$ cat src/rtl/fe_ci_pkg.sv
// Shared types and constants for the float custom-instruction initiator.
package fe_ci_pkg;
    localparam int FLT_DATA_WIDTH = 32;
    localparam int N_WIDTH        = 2;

    typedef logic [N_WIDTH-1:0] ci_op_t;
    localparam ci_op_t CLEAR = 2'd0;
    localparam ci_op_t GO    = 2'd1;
    localparam ci_op_t READ  = 2'd2;

    localparam logic [FLT_DATA_WIDTH-1:0] QNAN = 32'h7FC0_0000;

    typedef enum logic [3:0] {
        IDLE, FILL_B, GO_ISSUE, GO_WAIT, RD_ISSUE, RD_WAIT, CL_ISSUE, CL_WAIT, OUT
    } state_t;

    function automatic logic is_issue(input state_t s);
        return (s == GO_ISSUE) || (s == RD_ISSUE) || (s == CL_ISSUE);
    endfunction

    function automatic logic is_wait(input state_t s);
        return (s == GO_WAIT) || (s == RD_WAIT) || (s == CL_WAIT);
    endfunction
endpackage

$ cat src/rtl/fe_ci_watchdog.sv
// Wait-cycle watchdog: cleared by load, advances while count is high, flags the final cycle.
module fe_ci_watchdog #(
    parameter int LIMIT = 1024
) (
    input  logic clk,
    input  logic rst,
    input  logic load,
    input  logic count,
    output logic expire
);
    localparam int CW = $clog2(LIMIT) + 1;

    logic [CW-1:0] cnt;

    assign expire = count && (cnt == CW'(LIMIT - 1));

    always_ff @(posedge clk or posedge rst) begin
        if (rst)
            cnt <= '0;
        else if (load)
            cnt <= '0;
        else if (count && !expire)
            cnt <= cnt + CW'(1);
    end
endmodule

$ cat src/rtl/fe_ci_initiator.sv
// Feeds float operand pairs to a custom-instruction evaluator (GO), then READs and CLEARs it.
// Define FE_CI_TIMEOUT_EN to bound every wait for ci_done by TIMEOUT_CYCLES.
module fe_ci_initiator
    import fe_ci_pkg::*;
#(
    parameter int TIMEOUT_CYCLES = 1024
) (
    input  logic                      clk,
    input  logic                      rst,
    input  logic [FLT_DATA_WIDTH-1:0] in_data,
    input  logic                      in_valid,
    input  logic                      in_last,
    output logic                      in_ready,
    output logic [FLT_DATA_WIDTH-1:0] out_result,
    output logic                      out_valid,
    input  logic                      out_ready,
    output logic                      ci_clk_en,
    output logic                      ci_start,
    output logic [N_WIDTH-1:0]        ci_n,
    output logic [FLT_DATA_WIDTH-1:0] ci_x_one,
    output logic [FLT_DATA_WIDTH-1:0] ci_x_two,
    input  logic [FLT_DATA_WIDTH-1:0] ci_result,
    input  logic                      ci_done,
    output logic                      busy,
    output logic                      timeout_err
);
    state_t state;
    logic   last_seen;
    logic   expire;

    assign in_ready  = !rst && ((state == IDLE) || (state == FILL_B));
    assign busy      = (state != IDLE);
    assign ci_clk_en = !rst;

`ifdef FE_CI_TIMEOUT_EN
    fe_ci_watchdog #(.LIMIT(TIMEOUT_CYCLES)) u_watchdog (
        .clk    (clk),
        .rst    (rst),
        .load   (is_issue(state)),
        .count  (is_wait(state)),
        .expire (expire)
    );
`else
    logic unused_cfg;
    assign unused_cfg = ^TIMEOUT_CYCLES;
    assign expire     = 1'b0;
`endif

    // ci_n/ci_x_* only change on operand accept or when entering an ISSUE state,
    // so they stay put for the whole start..done window.
    always_ff @(posedge clk or posedge rst) begin
        if (rst) begin
            state       <= IDLE;
            last_seen   <= 1'b0;
            ci_start    <= 1'b0;
            ci_n        <= CLEAR;
            ci_x_one    <= '0;
            ci_x_two    <= '0;
            out_result  <= '0;
            out_valid   <= 1'b0;
            timeout_err <= 1'b0;
        end else begin
            ci_start <= 1'b0;
            case (state)
                IDLE: if (in_valid) begin
                    ci_x_one <= in_data;
                    if (in_last) begin
                        ci_x_two  <= '0;
                        last_seen <= 1'b1;
                        ci_n      <= GO;
                        ci_start  <= 1'b1;
                        state     <= GO_ISSUE;
                    end else begin
                        state <= FILL_B;
                    end
                end
                FILL_B: if (in_valid) begin
                    ci_x_two  <= in_data;
                    last_seen <= in_last;
                    ci_n      <= GO;
                    ci_start  <= 1'b1;
                    state     <= GO_ISSUE;
                end
                GO_ISSUE: state <= GO_WAIT;
                RD_ISSUE: state <= RD_WAIT;
                CL_ISSUE: state <= CL_WAIT;
                GO_WAIT: if (ci_done) begin
                    if (last_seen) begin
                        ci_n     <= READ;
                        ci_start <= 1'b1;
                        state    <= RD_ISSUE;
                    end else begin
                        state <= IDLE;
                    end
                end
                RD_WAIT: if (ci_done) begin
                    out_result <= ci_result;
                    ci_n       <= CLEAR;
                    ci_start   <= 1'b1;
                    state      <= CL_ISSUE;
                end
                CL_WAIT: if (ci_done) begin
                    out_valid <= 1'b1;
                    state     <= OUT;
                end
                OUT: if (out_ready) begin
                    out_valid <= 1'b0;
                    last_seen <= 1'b0;
                    state     <= IDLE;
                end
                default: state <= IDLE;
            endcase
            // A late ci_done still wins over the watchdog in the same cycle.
            if (is_wait(state) && !ci_done && expire) begin
                timeout_err <= 1'b1;
                out_result  <= QNAN;
                out_valid   <= 1'b1;
                state       <= OUT;
            end
        end
    end
endmodule

$ cat config.mk
export PLATFORM = sky130hd
export DESIGN_NAME = fe_ci_initiator
export DESIGN_NICKNAME = d
export VERILOG_FILES = /design/src/rtl/fe_ci_pkg.sv /design/src/rtl/fe_ci_watchdog.sv /design/src/rtl/fe_ci_initiator.sv
export SDC_FILE = /design/constraint.sdc
export NUM_CORES = 1
export LEC_CHECK = 0
export CORE_MARGIN = 1
export CORE_UTILIZATION = 43
export CTS_BUF_LIST = sky130_fd_sc_hd__clkbuf_16
export CTS_CLUSTER_SIZE = 16
export DETAILED_ROUTE_END_ITERATION = 16
export GPL_TIMING_DRIVEN = 0
export HOLD_SLACK_MARGIN = 0.1
export PLACE_DENSITY = 0.79
export SETUP_SLACK_MARGIN = 0.2
export SLEW_MARGIN = 20
export SYNTH_ARGS = -nofsm -noshare
export SYNTH_HDL_FRONTEND = slang
export SYNTH_SLANG_ARGS = --single-unit
$ cat constraint.sdc
create_clock -name clk -period 4.81 [get_ports clk]
set_clock_uncertainty 0.1 [all_clocks]
set_input_delay 1.2025 -clock clk [delete_from_list [all_inputs] [get_ports clk]]
set_output_delay 1.2025 -clock clk [all_outputs]
set_load 0.02 [all_outputs]
==> impl_metrics.tcl <==
set metrics [dict create \
    finalSetupViolCount 0 \
    syn-num-nets 402 \
    grt_pass1_wl_mm 16.0 \
    comb_power_share_pct 48.3 \
    cp-startpoint "rst" \
    p_sw_mw 1.47 \
    die_area_um2 10500 \
    cts_tree "built" \
    p_int_mw 2.68 \
    pin_count 174 \
    whs_ns 0.390 \
    drive_gt1_share_pct 18.5 \
    synthMuxAreaShare_pct 23.9 \
    htree_levels 3 \
    worst_slew_pin_slew_ns 0.534 \
    synth_simple_gate_area_share_pct 6.88 \
    drcViolationCount 0 \
    clk_latency_ns 0.34 \
    clock_path_buffers 2 \
    finalCriticalPeriod_ns 4.33 \
    status "finished, final reports clean" \
    yosysTopAreaCellShare_pct 60.4 \
    synthDistinctLibCells 38 \
    max_cap_viol_count 0 \
    fp.dieW_um 103 \
    crit_fanout 27 \
    max-vdd-ir-drop_uv 299 \
    rows 36 \
    netlist_area_um2 4350 \
    totalWireLength_mm 10.2 \
    p_seq_share_pct 34.8 \
    drt_pre_antenna_iters 4 \
    synth_area_leaders "dfrtp_1 60%, mux2_2 15%, mux2i_1 7.4%" \
    antenna_cells 0 \
    hold_violations 0 \
    layout_setup_ws_ns 0.483 \
    clkSlewWorstSetupHoldPaths_ns 0.06 \
    place_ws_ns 0.124 \
    fmax_ghz 0.231 \
    hp-class "flip-flop to flip-flop" \
    synth-edff-count 0 \
    vias_per_cell 4.77 \
    swShare_pct 35.4 \
    chipHeight_um 103 \
    max_slew_margin_pct 64.3 \
    drt_iter0_drc 132 \
    wl_per_cell_um 15.5 \
    grt_util_all_layers_pct 20.1 \
    worstPathRequired_ns 3.51 \
    synth-adder-area-share_pct 0 \
    synth_compound_area_share_pct 2.59 \
    synthCells 332 \
    finish.utilization_pct 67.7 \
    grt-ovfl-total 0 \
    gp_congestion 0.775 \
    antenna_found_initial 0 \
    grt_setup_unrepaired "no" \
    leakage_nw 2.80 \
    antenna_left 0 \
    n_fill_cell 742 \
    yosysWarnings 0 \
    worstSetupPathType "input pin to output port" \
    holdCritStartpoint "out_result[24]" \
    clkSinkCount 105 \
    clockPowerShare_pct 16.9 \
    cp-start-kind "input pin" \
    drv_slew 0 \
    crit_arrival_ns 3.02 \
    dp.final_hpwl_mm 7.46 \
    totalPowerFinal_mw 4.16 \
    seq_area_frac_synth_pct 60.4 \
    grt_pass1_vias 3264 \
    synth_xor_area_share_pct 0 \
    holdBufCountCts 0 \
    tns_ns 0 \
    port_buffers 172 \
    core_um2 9770 \
    power_density_nw_per_um2 628 \
    grt_max_degree 28 \
    r2r_start "state[3]" \
    area_growth_pct 52.1 \
    cts_resized 0 \
    yosysTopAreaCell "dfrtp_1" \
    yosys_most_used_dff "dfrtp_1" \
    start_util_pct 44.5 \
    synth-seq-cells 105 \
    fin_crit_sh_pct 90.0 \
    synth-async-reset-ratio_pct 100 \
    synth_top_family_by_area "multiplexers" \
    avgSynthCellArea_um2 13.1 \
    clock-root-buffer "clkbuf_16" \
    cp-end-kind "output port" \
    vias 3138 \
    fin_nets 590 \
    cts_buffers 9 \
]
## layer usage
| layer | vias to the layer above | GRT usage (%) | wire, µm |
|---|---|---|---|
| met5 | - | 0 | 0 |
| met1 | 1526 | 23.9 | 4120 |
| met4 | 0 | 8.13 | 188 |
| met3 | 15 | 5.15 | 773 |
| li1 | 1483 | - | - |
| met2 | 114 | 34.9 | 5090 |
## critical path, cell delays in order
cell,delay (ns)
clkdlybuf4s50_1,0.46
clkinvlp_4,0.12
buf_12,0.18
buf_12,0.20
buf_12,0.20
clkdlybuf4s50_1,0.62
## timing repair
action / 4_1_cts / 5_1_grt
setup buffers: 1 / 0
endpoints found under the setup margin: 1 / 0
endpoints found under the hold margin: 0 / 0
## state kept, by name, indices dropped and copies added, names as in the netlist
signal	cells
ci_n	2
out_result	32
ci_start	1
ci_x_one	32
ci_x_two	32
state	4
out_valid	1
last_seen	1
## area by class of cell
cell class	instances	area, µm²	share of cell area [%]
Buffer	18	119	1.80
Inverter	39	150	2.27
Multi-Input combinational cell	170	1460	22.0
Timing Repair Buffer	177	1820	27.5
Tap cell	133	166	2.52
Clock inverter	7	55.1	0.832
Clock buffer	9	225	3.40
Sequential cell	105	2630	39.7
## layout by cell type (no fill, tap or decap), types with 3 or more instances in the layout
| cell type | instances |
|---|---|
| buf_4 | 6 |
| clkbuf_16 | 9 |
| buf_2 | 8 |
| buf_12 | 3 |
| inv_1 | 41 |
| clkdlybuf4s50_1 | 172 |
| dfrtp_1 | 105 |
| buf_6 | 3 |
| nand2b_1 | 3 |
| nand3b_1 | 4 |
| mux2_1 | 5 |
| mux2i_1 | 32 |
| nand2_1 | 36 |
| mux2_2 | 59 |
## Yosys cell counts (2+ instances only)
master    instances
nand3b_1          4
buf_2             8
nand2_1          36
buf_4             5
a21oi_1           2
nand3_1           2
mux2_1            5
clkbuf_1          2
inv_1            39
mux2i_1          32
mux2_2           59
nand2b_1          3
o21ai_0           2
nor2_1            2
buf_6             3
dfrtp_1         105
or3_1             2
## path summary, 6_finish.rpt
check                           cells after the start  slack [ns]              to
worst max-delay path                                6        0.48       ci_clk_en
worst min-delay path                                1        0.39  out_result[24]
worst max register to register                      5        2.96     ci_x_two[4]
worst min register to register                      1        0.39  out_result[24]
max in group asynchronous                           5        2.85    ci_x_one[10]
min in group asynchronous                           3        1.19    ci_x_two[28]
## cell families (layout without fill, tap and decap cells)
family / after synthesis / in the layout
other cells: 1 / 1
mux: 96 / 96
simple gates: 58 / 58
buf+inv: 57 / 250
flops: 105 / 105
compound gates: 15 / 15
## power by group through the flow
stage                     Sequential (mW)  Clock [mW]  Combinational, mW
after floorplan                      1.88           0              0.641
after global placement               1.43           0               1.98
after detailed placement             1.46           0               2.02
after CTS                            1.45       0.720               2.04
after global routing                 1.49       0.752               2.14
final                                1.45       0.702               2.01
## stage by stage
step | cell area, µm² | std cells
after detailed placement | 6330 | 641
after global routing | 6620 | 658
after floorplan | 4350 | 332
after global placement | 6240 | 637
after CTS | 6620 | 658
final | 6620 | 658
Note: power is estimated with default switching activity, not from simulation.
